File: config.mk
export PLATFORM = sky130hd
export DESIGN_NAME = fetch_prefetch_queue_flat
export DESIGN_NICKNAME = d
export VERILOG_FILES = /design/src/rtl/fetch_prefetch_queue_pkg.sv /design/src/rtl/fetch_prefetch_queue_if.sv /design/src/rtl/fetch_prefetch_queue_fifo.sv /design/src/rtl/fetch_prefetch_queue.sv /design/src/flat_wrapper.sv
export SDC_FILE = /design/constraint.sdc
export NUM_CORES = 1
export LEC_CHECK = 0
export CAP_MARGIN = 15
export CORE_UTILIZATION = 58
export DETAILED_ROUTE_END_ITERATION = 7
export GPL_TIMING_DRIVEN = 1
export HOLD_SLACK_MARGIN = 0.15
export PLACE_DENSITY = 0.81
export SETUP_SLACK_MARGIN = 0.05
export SYNTH_ARGS = -nofsm -noshare
export SYNTH_HDL_FRONTEND = slang
export SYNTH_HIERARCHICAL = 1
export SYNTH_SLANG_ARGS = --single-unit
File: constraint.sdc
create_clock -name clk_i -period 3.22 [get_ports clk_i]
set_clock_uncertainty 0.05 [all_clocks]
set_input_delay 0.805 -clock clk_i [delete_from_list [all_inputs] [get_ports clk_i]]
set_output_delay 0.805 -clock clk_i [all_outputs]
set_load 0.01 [all_outputs]
File: src/rtl/fetch_prefetch_queue_pkg.sv
// Shared types and constants for the fetch prefetch queue.
// Imported by the interface, the FIFO and the top level.
package fetch_prefetch_queue_pkg;

  localparam logic [31:0] PC_STEP = 32'd4;
  localparam int unsigned INSTR_W = 32;
  localparam logic [31:0] DEFAULT_RESET_PC = 32'h0000_0000;

  typedef enum logic {
    IDLE,
    RUN
  } state_e;

  typedef struct packed {
    logic [31:0]        pc;
    logic [INSTR_W-1:0] instr;
  } fetch_entry_t;

endpackage

File: src/rtl/fetch_prefetch_queue_if.sv
// Instruction memory and decode-side bundle of the fetch front end.
// master = fetch unit, slave = memory/decode environment.
interface fetch_prefetch_queue_if;
  import fetch_prefetch_queue_pkg::*;

  logic               imem_req_o;
  logic [31:0]        imem_addr_o;
  logic               imem_gnt_i;
  logic               imem_rvalid_i;
  logic [INSTR_W-1:0] imem_rdata_i;

  logic               instr_valid_o;
  logic [INSTR_W-1:0] instr_o;
  logic [31:0]        pc_o;
  logic               instr_ready_i;

  modport master (
    output imem_req_o,
    output imem_addr_o,
    input  imem_gnt_i,
    input  imem_rvalid_i,
    input  imem_rdata_i,
    output instr_valid_o,
    output instr_o,
    output pc_o,
    input  instr_ready_i
  );

  modport slave (
    input  imem_req_o,
    input  imem_addr_o,
    output imem_gnt_i,
    output imem_rvalid_i,
    output imem_rdata_i,
    input  instr_valid_o,
    input  instr_o,
    input  pc_o,
    output instr_ready_i
  );

endinterface

File: src/rtl/fetch_prefetch_queue_fifo.sv
// Show-ahead FIFO holding {pc, instr} pairs for the fetch queue.
// Flush clears pointers; storage is reset so the head reads 0.
module fetch_fifo #(
  parameter  int DEPTH = 4,
  parameter  int W     = 64,
  localparam int AW    = $clog2(DEPTH)
) (
  input  logic         clk_i,
  input  logic         rst_i,
  input  logic         push_i,
  input  logic         pop_i,
  input  logic         flush_i,
  input  logic [W-1:0] data_i,
  output logic [W-1:0] head_o,
  output logic         empty_o,
  output logic [AW:0]  count_o
);

  logic [W-1:0]  mem [DEPTH];
  logic [AW-1:0] wr_ptr;
  logic [AW-1:0] rd_ptr;
  logic [AW:0]   count;

  always_ff @(posedge clk_i or negedge rst_i) begin
    if (!rst_i) begin
      for (int i = 0; i < DEPTH; i++) mem[i] <= '0;
      wr_ptr <= '0;
      rd_ptr <= '0;
      count  <= '0;
    end else if (flush_i) begin
      wr_ptr <= '0;
      rd_ptr <= '0;
      count  <= '0;
    end else begin
      if (push_i) begin
        mem[wr_ptr] <= data_i;
        wr_ptr      <= wr_ptr + AW'(1);
      end
      if (pop_i) rd_ptr <= rd_ptr + AW'(1);
      if (push_i && !pop_i) count <= count + (AW+1)'(1);
      else if (!push_i && pop_i) count <= count - (AW+1)'(1);
    end
  end

  assign head_o  = mem[rd_ptr];
  assign empty_o = (count == '0);
  assign count_o = count;

endmodule

File: src/rtl/fetch_prefetch_queue.sv
// Fetch front end: credit-limited sequential requests, in-order
// response queue, redirect flush with in-flight response dropping.
module fetch_prefetch_queue
  import fetch_prefetch_queue_pkg::*;
#(
  parameter int          DEPTH    = 4,
  parameter logic [31:0] RESET_PC = DEFAULT_RESET_PC
) (
  input  logic                   clk_i,
  input  logic                   rst_i,
  input  logic                   start_i,
  input  logic                   redirect_i,
  input  logic [31:0]            redirect_pc_i,
  fetch_prefetch_queue_if.master bus
);

  localparam int CW = $clog2(DEPTH) + 1;

  state_e       state_q, state_d;
  logic [31:0]  fetch_pc_q, resp_pc_q, target;
  logic [CW-1:0] outst_q, drop_q, count;
  logic [CW:0]  credit;
  logic         empty, req, grant, rvalid, push, valid, pop;
  fetch_entry_t wdata, head;

  assign target = redirect_pc_i & ~32'h3;
  assign credit = {1'b0, count} + {1'b0, outst_q};
  assign rvalid = bus.imem_rvalid_i;

  assign req   = (state_q == RUN) && !redirect_i
              && (credit < (CW+1)'(DEPTH));
  assign grant = req && bus.imem_gnt_i;
  // Credits reserve a slot per request, so a push never sees a full queue.
  assign push  = rvalid && (drop_q == '0) && !redirect_i;
  assign valid = !empty && !redirect_i;
  assign pop   = valid && bus.instr_ready_i;
  assign wdata = '{pc: resp_pc_q, instr: bus.imem_rdata_i};

  always_comb begin
    state_d = state_q;
    unique case (state_q)
      IDLE: if (start_i) state_d = RUN;
      RUN:  if (!start_i) state_d = IDLE;
      default: state_d = IDLE;
    endcase
  end

  always_ff @(posedge clk_i or negedge rst_i) begin
    if (!rst_i) begin
      state_q    <= IDLE;
      fetch_pc_q <= RESET_PC;
      resp_pc_q  <= RESET_PC;
      outst_q    <= '0;
      drop_q     <= '0;
    end else begin
      state_q <= state_d;
      outst_q <= outst_q + CW'(grant) - CW'(rvalid);
      if (redirect_i) begin
        fetch_pc_q <= target;
        resp_pc_q  <= target;
        drop_q     <= outst_q - CW'(rvalid);
      end else begin
        if (grant) fetch_pc_q <= fetch_pc_q + PC_STEP;
        if (push) resp_pc_q <= resp_pc_q + PC_STEP;
        if (rvalid && drop_q != '0) drop_q <= drop_q - CW'(1);
      end
    end
  end

  fetch_fifo #(
    .DEPTH (DEPTH),
    .W     ($bits(fetch_entry_t))
  ) u_fifo (
    .clk_i   (clk_i),
    .rst_i   (rst_i),
    .push_i  (push),
    .pop_i   (pop),
    .flush_i (redirect_i),
    .data_i  (wdata),
    .head_o  (head),
    .empty_o (empty),
    .count_o (count)
  );

  assign bus.imem_req_o    = req;
  assign bus.imem_addr_o   = fetch_pc_q;
  assign bus.instr_valid_o = valid;
  assign bus.instr_o       = head.instr;
  assign bus.pc_o          = head.pc;

endmodule

File: src/flat_wrapper.sv
// flat-port wrapper written by rule: the top's interface ports become plain ports
module fetch_prefetch_queue_flat import fetch_prefetch_queue_pkg::*;
#(
  parameter int          DEPTH    = 4,
  parameter logic [31:0] RESET_PC = DEFAULT_RESET_PC
)
  (clk_i, rst_i, start_i, redirect_i, redirect_pc_i, bus_imem_req_o, bus_imem_addr_o, bus_imem_gnt_i, bus_imem_rvalid_i, bus_imem_rdata_i, bus_instr_valid_o, bus_instr_o, bus_pc_o, bus_instr_ready_i);
  fetch_prefetch_queue_if bus_i ();
  input  logic clk_i;
  input  logic rst_i;
  input  logic start_i;
  input  logic redirect_i;
  input  logic [31:0] redirect_pc_i;
  output wire logic [$bits(bus_i.imem_req_o)-1:0] bus_imem_req_o;
  output wire logic [$bits(bus_i.imem_addr_o)-1:0] bus_imem_addr_o;
  input wire logic [$bits(bus_i.imem_gnt_i)-1:0] bus_imem_gnt_i;
  input wire logic [$bits(bus_i.imem_rvalid_i)-1:0] bus_imem_rvalid_i;
  input wire logic [$bits(bus_i.imem_rdata_i)-1:0] bus_imem_rdata_i;
  output wire logic [$bits(bus_i.instr_valid_o)-1:0] bus_instr_valid_o;
  output wire logic [$bits(bus_i.instr_o)-1:0] bus_instr_o;
  output wire logic [$bits(bus_i.pc_o)-1:0] bus_pc_o;
  input wire logic [$bits(bus_i.instr_ready_i)-1:0] bus_instr_ready_i;
  assign bus_imem_req_o = bus_i.imem_req_o;
  assign bus_imem_addr_o = bus_i.imem_addr_o;
  assign bus_i.imem_gnt_i = bus_imem_gnt_i;
  assign bus_i.imem_rvalid_i = bus_imem_rvalid_i;
  assign bus_i.imem_rdata_i = bus_imem_rdata_i;
  assign bus_instr_valid_o = bus_i.instr_valid_o;
  assign bus_instr_o = bus_i.instr_o;
  assign bus_pc_o = bus_i.pc_o;
  assign bus_i.instr_ready_i = bus_instr_ready_i;
  fetch_prefetch_queue #(.DEPTH(DEPTH), .RESET_PC(RESET_PC)) u_core (.clk_i(clk_i), .rst_i(rst_i), .start_i(start_i), .redirect_i(redirect_i), .redirect_pc_i(redirect_pc_i), .bus(bus_i));
endmodule
# --- After elaboration in Yosys (flattened, before gate mapping) ---
# Index checks and enable logic that the tools add are counted.
classes:
  mux: 20
  n_addsub: 11
  reduce_logical: 24
  order_cmp: 4
  bitwise_logic: 3
op_table:
  columns: ["cell", "n"]
  rows:
  - ["256-bit bitwise mux", 1]
  - ["64-bit two-way mux", 3]
  - ["64-bit binary-select mux with 2-bit select", 1]
  - ["64-bit demux with 2-bit select", 1]
  - ["32-bit two-way mux", 4]
  - ["32-bit by 3-bit adder with 32-bit output, second input constant", 2]
  - ["3-bit two-way mux", 5]
  - ["1-bit logical AND", 11]
  - ["2-bit two-way mux", 4]
  - ["2-bit nonzero test", 4]
  - ["3-bit >= comparator, second input constant", 2]
  - ["3-bit zero test", 2]
  - ["2-bit inverter with 3-bit output", 2]
  - ["3-bit nonzero test", 2]
  - ["3-bit by 1-bit subtractor with 3-bit output", 2]
  - ["3-bit by 1-bit subtractor with 3-bit output, second input constant", 2]
  - ["2-bit by 1-bit adder with 2-bit output, second input constant", 2]
  - ["3-bit by 3-bit adder with 4-bit output", 1]
  - ["1-bit zero test", 4]
  - ["4-bit by 3-bit < comparator with 1-bit output, second input constant", 1]
  - ["3-bit by 1-bit adder with 3-bit output", 1]
  - ["3-bit by 1-bit adder with 3-bit output, second input constant", 1]
  - ["3-bit by 1-bit < comparator with 1-bit output, second input constant", 1]
  - ["2-bit AND reduction", 1]
  - ["2 further kinds", 2]
word_totals:
  output_inout_bits: 98
  regBits: 334
  elab_cells: 74
  inputBits: 71

# --- Logic depth before layout (Yosys ltp) ---
# Gate-level depths: netlist (run 1).
depth:
  ltp_word: 8
  depth_mapped: 11
  depth_no_buf: 10

# --- Modules after synthesis ---
# Netlist (run 1), hierarchy kept.
by_module_without_submodules:
  columns: ["module", "seq_area_each_um2", "instances", "area_per_inst_um2", "cells_per_inst"]
  rows:
  - ["fetch_fifo", 6581.3, 1, 12712.2, 659]
  - ["fetch_prefetch_queue", 1676.6, 1, 3966.3, 430]

# --- Worst setup path before layout (run 1) ---
# Ideal clock, no wire load.
synth_timing:
  kind: "input -> register"
  from: "input redirect_i"
  to: "register u_core.outst_q[2]"
  t_required_ps: 3047
  path_stages: 11
  t_arrival_ps: 2854
  setup_ps: 123
  n_path_buf: 2
  slack_ps: 192
  cell_sequence: "buf_6 -> nor4_1 -> and4_1 -> inv_1 -> clkbuf_1 -> ha_1 -> inv_1 -> ha_1 -> fa_1 -> xor2_1 -> xnor2_1"
synth_between:
  elab_chain_len: 6
synth_lines:
  columns: ["element", "line_no", "source"]
  rows:
  - ["start, declared", "flat_wrapper.sv:12", "input logic redirect_i;"]
  - ["1-bit zero test", "fetch_prefetch_queue.sv:30", "assign req = (state_q == RUN) && !redirect_i"]
  - ["1-bit logical AND", "fetch_prefetch_queue.sv:30", null]
  - ["1-bit logical AND", "fetch_prefetch_queue.sv:31", "&& (credit < (CW+1)'(DEPTH));"]
  - ["1-bit logical AND", "fetch_prefetch_queue.sv:32", "assign grant = req && bus.imem_gnt_i;"]
  - ["3-bit by 1-bit adder with 3-bit output", "fetch_prefetch_queue.sv:57", "outst_q <= outst_q + CW'(grant) - CW'(rvalid);"]
  - ["3-bit by 1-bit subtractor with 3-bit output", "fetch_prefetch_queue.sv:57", null]
  - ["end signal, assigned", "fetch_prefetch_queue.sv:57", null]
  - ["end, declared", "fetch_prefetch_queue.sv:21", "logic [CW-1:0] outst_q, drop_q, count;"]
# Every way passes these cells.
# A chain may end at the register's enable or synchronous reset.

# --- Final worst setup path (run 1) ---
layout_timing:
  from: "register u_core.u_fifo.rd_ptr[0]"
  to: "output bus_instr_o[3]"
layout_between:
  elab_chain_len: 4
layout_lines:
  columns: ["element", "line_no", "source"]
  rows:
  - ["start, declared", "fetch_prefetch_queue_fifo.sv:21", "logic [AW-1:0] rd_ptr;"]
  - ["start signal, assigned", "fetch_prefetch_queue_fifo.sv:39", "if (pop_i) rd_ptr <= rd_ptr + AW'(1);"]
  - ["2-bit inverter with 3-bit output (not written as such)", "fetch_prefetch_queue_fifo.sv:45", "assign head_o = mem[rd_ptr];"]
  - ["64-bit binary-select mux with 2-bit select", "fetch_prefetch_queue_fifo.sv:45", null]
  - ["64-bit two-way mux (not written as such) (2 in series)", "fetch_prefetch_queue_fifo.sv:45", null]
  - ["end, declared", "flat_wrapper.sv:20", "output wire logic [$bits(bus_i.instr_o)-1:0] bus_instr_o;"]
# Every way passes these cells. The select of a mux whose other input is x is not followed.

==> impl_results.md, run 1 <==
* Ant diodes at 0
* Total power at roughly 13 mW
* Starting Density at 0.5954
* Sequential area share after synthesis at 0.4951
* Crit path required time at 2.36 ns
* Asr flop ratio synth at 1.000
* Simple-Gate Fraction of Synth Area at 0.07599
* Endpoints failing hold at 0
* Launch point of the worst reg-to-reg path: u_core/u_fifo/count_o[1]
* Maximum clock path buffer count at 3
* # setup viols final at 0
* PwrDens at 649.0 mW/mm^2
* Max Cap Viol at 0
* Synthesized area per cell at 15.32 um^2
* Worst Tran Pin Value at 1.066 ns
* Crit-path max FO at 11
* Detail Placement HPWL at 23430 um
* Antenna violations before repair at 0
* H-Tree Depth at 2
* Final nets at 1385
* Num CTS Buffers at 36
* Largest family of logic cells by synthesized area: multiplexers
* Ys flop type: dfrtp_1
* FP Rows at 61
* Post-synthesis mux area share at 0.3152
* Die Ht at 171.6 um
* CTS tree: built
* Setup TNS at 0 ns
* Vias in the first global route at 10705
* Syn Inst Count at 1089
* Max VDD drop at 0.3806 mV
* Placer Congestion at 0.9029
* CP Buf/Inv Count at 3
* Worst Setup SP: u_core/u_fifo/rd_ptr[0]
* Port bufs at 164
* EDFF count, synth at 0
* Fraction of the mapped netlist area in compound gates at 0.03458
* Worst hold path type: input pin to async pin
* Maximum clock frequency at 321.8 MHz
* Family with the most delay on the worst path: buffers and inverters
* Minimum clock period at slightly above 3 ns
* Total track usage at 0.2582
* CP Launch Type: flop
* Period utilization at 0.9651
* Synth unique cells at 59
* Mapped Area at about 0.017 mm^2
* First-pass GRT wire length at around 60000 um
* Yosys reg bits at 330
* Core area at 0.02801 mm^2
* Worst skew pair latency at 0.52 ns
* Cts hold-fix bufs at 0
* CP Cell Sequence: buf_12, buf_4, mux4_2, clkdlybuf4s50_1
* Leakage power at 9.873 nW
* Die X at 171.6 um
* Largest net degree at the start of global routing at 77
* Critical path type: flop to output port
* Drt via density at 5.920
* DRT Pass-1 Iters at 5
* Ports at 169
* Status: finished, final reports clean
* Slew Limit Fails at 0
* XOR/XNOR share of the synthesized area at 0.02101
* Via count at 10088
* Antenna violation net count after detailed routing at 0
* DR iter-0 viols at 711
* Area delta synth->final at 20.05%
* Slowest stage delay, CP at 0.50 ns
* Warnings, synthesis at 6
* Die area at 0.02944 mm^2
* Slowest-stage cell, CP: clkdlybuf4s50_1
* Drt drc at 0
* RSZ-0062 raised after global routing: no
* Worst hold margin at 0.2160 ns
* Clk root buf: clkbuf_16
* GR Overflow Total at 0
* Drt wl/cell at between 20 and 25 um
* Adder-cell share of the synthesized area at 0.01290
* Arrival @ worst endpoint at around 2.3 ns
* CTS Sinks at 330
* Fraction of layout cells with a size suffix above 1 at 0.3522
* Max transition margin at 0.2866
* Routed Wire Length at 36410 um
* Setup crit end kind: output port
* Clock transition at path regs at 0.06 ns
-- kinds of logic (layout without fill, tap and decap cells) --
family	after synthesis	in the layout
flops	330	330
mux	323	323
simple gates	210	210
compound gates	92	92
buf+inv	77	305
xor+xnor	40	40
fa+ha+maj	16	16
other cells	1	10
-- metal layers --
metal	GRT usage	part of all wire	vias to the layer above
met4	0.05862	0.016	0
met2	0.4198	0.48	360
met5	0	0	-
li1	-	-	4437
met1	0.3675	0.45	5242
met3	0.04004	0.055	49
-- worst register-to-register path, stage by stage, from the launching register on --
cell and delay [ns]:
dfrtp_1 0.43, ha_1 0.31, nand3_1 0.08, and4_1 0.23
buf_4 0.22, nor2_1 0.84, o21ai_0 0.25, o311ai_0 0.17
-- stage by stage --
step / cell area, um^2 / setup WS (ns) / utilization / cells
2_1_floorplan: 16710 / 0.1924 / - / 1098
3_3_place_gp: 18680 / 0.1109 / 0.6669 / 1621
3_5_place_dp: 18680 / 0.06272 / 0.6669 / 1621
4_1_cts: 19890 / 0.04530 / 0.7102 / 1694
5_1_grt: 20020 / 0.04973 / 0.7148 / 1704
6_report: 20020 / 0.1125 / 0.7148 / 1704
-- layout make-up --
type / instances / area [um^2]
flip-flops and latches: 330 / 8263
fillers: 1838 / 7988
multi-input cells: 691 / 7710
repair buffers: 219 / 2330
clock buffers: 52 / 1082
well taps: 378 / 473.0
clock inverters: 14 / 90.09
inverters: 20 / 75.07
-- Yosys cell counts (19+ instances only) --
cell	number	area share
nand3_1	32	0.0096
o21ai_0	40	0.012
mux4_2	64	0.086
inv_1	19	0.0043
dfrtp_1	330	0.50
mux2_4	240	0.22
nor2_1	27	0.0061
buf_12	25	0.030
xnor2_1	20	0.011
nand2_1	58	0.013
xor2_1	20	0.011
nand4_1	19	0.0071
-- where the power goes --
| group | switching, mW | internal, mW |
|---|---|---|
| logic | 1.41 | 2.23 |
| clock network | 1.67 | 2.35 |
| registers | 0.542 | 4.80 |
| total | 3.62 | 9.37 |
-- registers in the layout (all words and copies together), names as in the netlist --
register                count
u_core/resp_pc_q           30
u_core/u_fifo/count_o       3
u_core/drop_q               3
u_core/outst_q              3
u_core/state_q              1
u_core/u_fifo/wr_ptr        2
u_core/u_fifo/mem         256
u_core/bus.imem_addr_o     30
u_core/u_fifo/rd_ptr        2
-- final timing paths --
kind	end	slack (ns)	cells past startpoint
worst max register to register	u_core/bus.imem_addr_o[13]	0.54	7
max in group asynchronous	u_core/u_fifo/rd_ptr[0]	2.04	2
worst min-delay path	u_core/u_fifo/mem[204]	0.22	1
worst max-delay path	bus_instr_o[3]	0.11	4
min in group clk_i	u_core/u_fifo/mem[203]	0.45	1
worst min register to register	u_core/u_fifo/mem[203]	0.45	1
-- layout by cell type (no fill, tap or decap), drive strengths merged, types with 4 or more instances in the layout --
master and count:
a21oi 7, nand3 34, o211ai 15, nor3 10, nand3b 4, o311ai 11, nand4 22, mux4 64
nor2 27, and2 7, and4 5, nor4 11, ha 14, clkdlybuf4s50 108, xor2 20, and3 10
clkinv 8, dlygate4sd2 34, conb 10, inv 21, clkinvlp 5, a31oi 4, nand2 63, mux2 257
dlymetal6s2s 17, o21ai 44, xnor2 20, dfrtp 330, clkbuf 54, or4 5, buf 57
-- repair_timing --
action	4_1_cts	5_1_grt
endpoints found under the setup margin	62	23
gates resized for setup	41	23
setup buffers	7	10
No activity file was read; power rests on OpenSTA's default activity.
==> run 2, diff against run 1 <==
Settings changed: CORE_UTILIZATION 58 to 59, CTS_BUF_LIST set to sky130_fd_sc_hd__clkbuf_2, CTS_CLUSTER_DIAMETER set to 100, CTS_CLUSTER_SIZE set to 16, PLACE_DENSITY 0.81 to 0.82.
==> run 2 against run 1 <==
The run now ends with DRC, setup timing left. Utilization fell by 1.8 points. Sequential power barely moved. Sequential share of layout area increased by 1.4 points. Global-route usage is 0.059 points higher. Total power is 16% lower. Register-to-register slack hardly changed.
==> impl_results.md, run 2 (same netlist as run 1, synthesis figures left out) <==
* Status: complete, but fails checks
* Failing checks: DRC, setup timing
* Vias in the first global route at 10532
* Worst Tran Pin Value at 1.148 ns
* Hold Startpoint: start_i
* Clk root buf: clkbuf_2
* Portion of total power attributed to combinational logic at 0.377
* Drt wl/cell at 21.32 um
* Routed Wire Length at approximately 36000 um
* Setup crit end kind: output port
* Worst skew pair latency at 0.90 ns
* Crit path required time at 2.36 ns
* Core area at 0.02778 mm^2
* Setup slack after layout at -0.1340 ns
* Final nets at 1385
* Period utilization at 1.042
* Most common cell after layout, fill and taps aside: dfrtp_1
* Clock transition at path regs at approximately 0.28 ns
* Area delta synth->final at 16.02%
* Capturing point of the worst reg2reg path: u_core/outst_q[2]
* Max VDD drop at 0.3909 mV
* Total track usage at 0.2588
* Leakage power at between 9 and 10 nW
* Die area at 0.02894 mm^2
* Die X at between 150 and 200 um
* CP Launch Type: flop
* Crit-path most repeated cell: buf_12
* CP Cell Sequence: buf_12, buf_12, buf_12, mux4_2, buf_6
* Slowest stage delay, CP at 0.60 ns
* Family with the most delay on the worst path: flip-flops
* Design Area, Final at 0.01935 mm^2
* Max reg flops at 256
* Antenna violation net count after detailed routing at 0
* Clock share of power at 0.133
* Worst hold path type: input pin to flop
* GR Overflow Total at 0
* DRT Pass-1 Iters at 8
* CTS Sinks at 330
* Final std cells w/o fill at 1679
* Drt drc at 4
* Pre-CTS setup slack at ~0.33 ns
* Slew Limit Fails at 0
* Hold Crit Depth at 1
* Final design utilization at 0.6965
* FP Rows at 61
* Via count at 9932
* Maximum clock frequency at between 200 and 300 MHz
* CTS tree: built
* RSZ-0062 raised after global routing: yes
* Arrival @ worst endpoint at 2.50 ns
* H-Tree Depth at 1
* Die Ht at 170.1 um
* CP Buf/Inv Count at 4
* Setup TNS at -3.830 ns
* Num CTS Buffers at 24
* WHS Endpoint: u_core/state_q
* Detail Placement HPWL at 23670 um
* Max Cap Viol at 0
* Most frequent cells in the layout: dfrtp_1, mux2_4, clkdlybuf4s50_1
* Endpoints failing hold at 0
* Crit-path max FO at 5
* Antenna violations before repair at 1
* Placed cell areas at 0.01874 mm^2
* Cells after DPL at 1623
* Critical path type: flop to output port
* Fraction of layout cells with a size suffix above 1 at 0.3908
* Port bufs at 164
* Drt via density at 5.915
* Slowest-stage cell, CP: dfrtp_4
* First-pass GRT wire length at about 59000 um
* Switching Share at 0.3035
* Fillers at about 1900
* Placer Congestion at 0.8911
* Maximum clock path buffer count at 3
* Minimum clock period at 3.354 ns
* DR iter-0 viols at 585
* Largest net degree at the start of global routing at 73
* Launch point of the worst reg-to-reg path: u_core/u_fifo/count_o[2]
* Reg power frac at 0.490
* Starting Density at 0.6003
* P_int at 7.571 mW
* Sw Pwr at between 3 and 4 mW
* Most flop-heavy register: u_core/u_fifo/mem
* Worst Setup SP: u_core/u_fifo/rd_ptr[0]
* Ports at 169
* # setup viols final at 49
* Reg2Reg Setup Slack at 0.55 ns
* Max transition margin at 0.2320
* PwrDens at 561.7 mW/mm^2
* FF-to-FF path depth at 10
-- run 2: how the worst max path moves through the flow --
stage | endpoint | slack, ns | depth (start not counted)
after detailed placement | u_core/u_fifo/count_o[2] | 0.33 | 9
after floorplan | u_core/outst_q[2] | 0.19 | 11
after CTS | bus_instr_o[2] | -0.23 | 5
after global placement | u_core/outst_q[2] | 0.37 | 9
after global routing | bus_instr_o[2] | -0.30 | 5
final | bus_instr_o[2] | -0.13 | 5
-- run 2: stage by stage --
step | hold WS [ns] | total power, mW
2_1_floorplan | 0.4238 | 7.454
3_3_place_gp | 0.4325 | 9.012
3_5_place_dp | 0.4380 | 9.165
4_1_cts | 0.1943 | 10.79
5_1_grt | 0.1930 | 11.49
6_report | 0.2988 | 10.87
-- run 2: power by group through the flow --
stage	combinational, mW	clock (mW)	sequential [mW]
finish	4.10	1.44	5.32
detailed placement	3.76	0	5.40
CTS	3.96	1.51	5.31
floorplan	2.24	0	5.22
global placement	3.66	0	5.35
global route	4.38	1.71	5.41
-- run 2: repair_timing --
| item | CTS | global route |
|---|---|---|
| setup buffers | 19 | 2 |
| setup endpoints to repair | 65 | 65 |
| pin swaps | 0 | 3 |
| endpoints found under the hold margin | 64 | 0 |
| cloned | 6 | 0 |
| gates resized for setup | 312 | 26 |
| hold buffers | 1 | 0 |
-- run 2: final cells by class --
cell class / instances / area [um^2] / area share
Antenna cell: 1 / 2.502 / 0.0001293
Clock buffer: 27 / 135.1 / 0.006983
Clock inverter: 1 / 8.758 / 0.0004526
Inverter: 20 / 75.07 / 0.003879
Multi-Input combinational cell: 691 / 7710 / 0.3984
Sequential cell: 330 / 8263 / 0.4270
Tap cell: 378 / 473.0 / 0.02444
Timing Repair Buffer: 231 / 2684 / 0.1387
-- run 2: layer usage --
layer / GRT usage / vias up / wire [um] / part of all wire
li1: - / 4420 / - / -
met1: 0.3719 / 5128 / 15860 / 0.44
met2: 0.4179 / 336 / 17180 / 0.48
met3: 0.03907 / 48 / 2135 / 0.060
met4: 0.05915 / 0 / 624 / 0.017
met5: 0 / - / 0 / 0
-- run 2: worst reg2reg max path: stages (launching register included) --
cell,delay [ns]
dfrtp_1,0.46
ha_1,0.31
nor4_2,0.30
and4_1,0.27
inv_1,0.07
ha_1,0.26
inv_1,0.04
ha_1,0.18
fa_1,0.38
xor2_1,0.18
xnor2_1,0.13
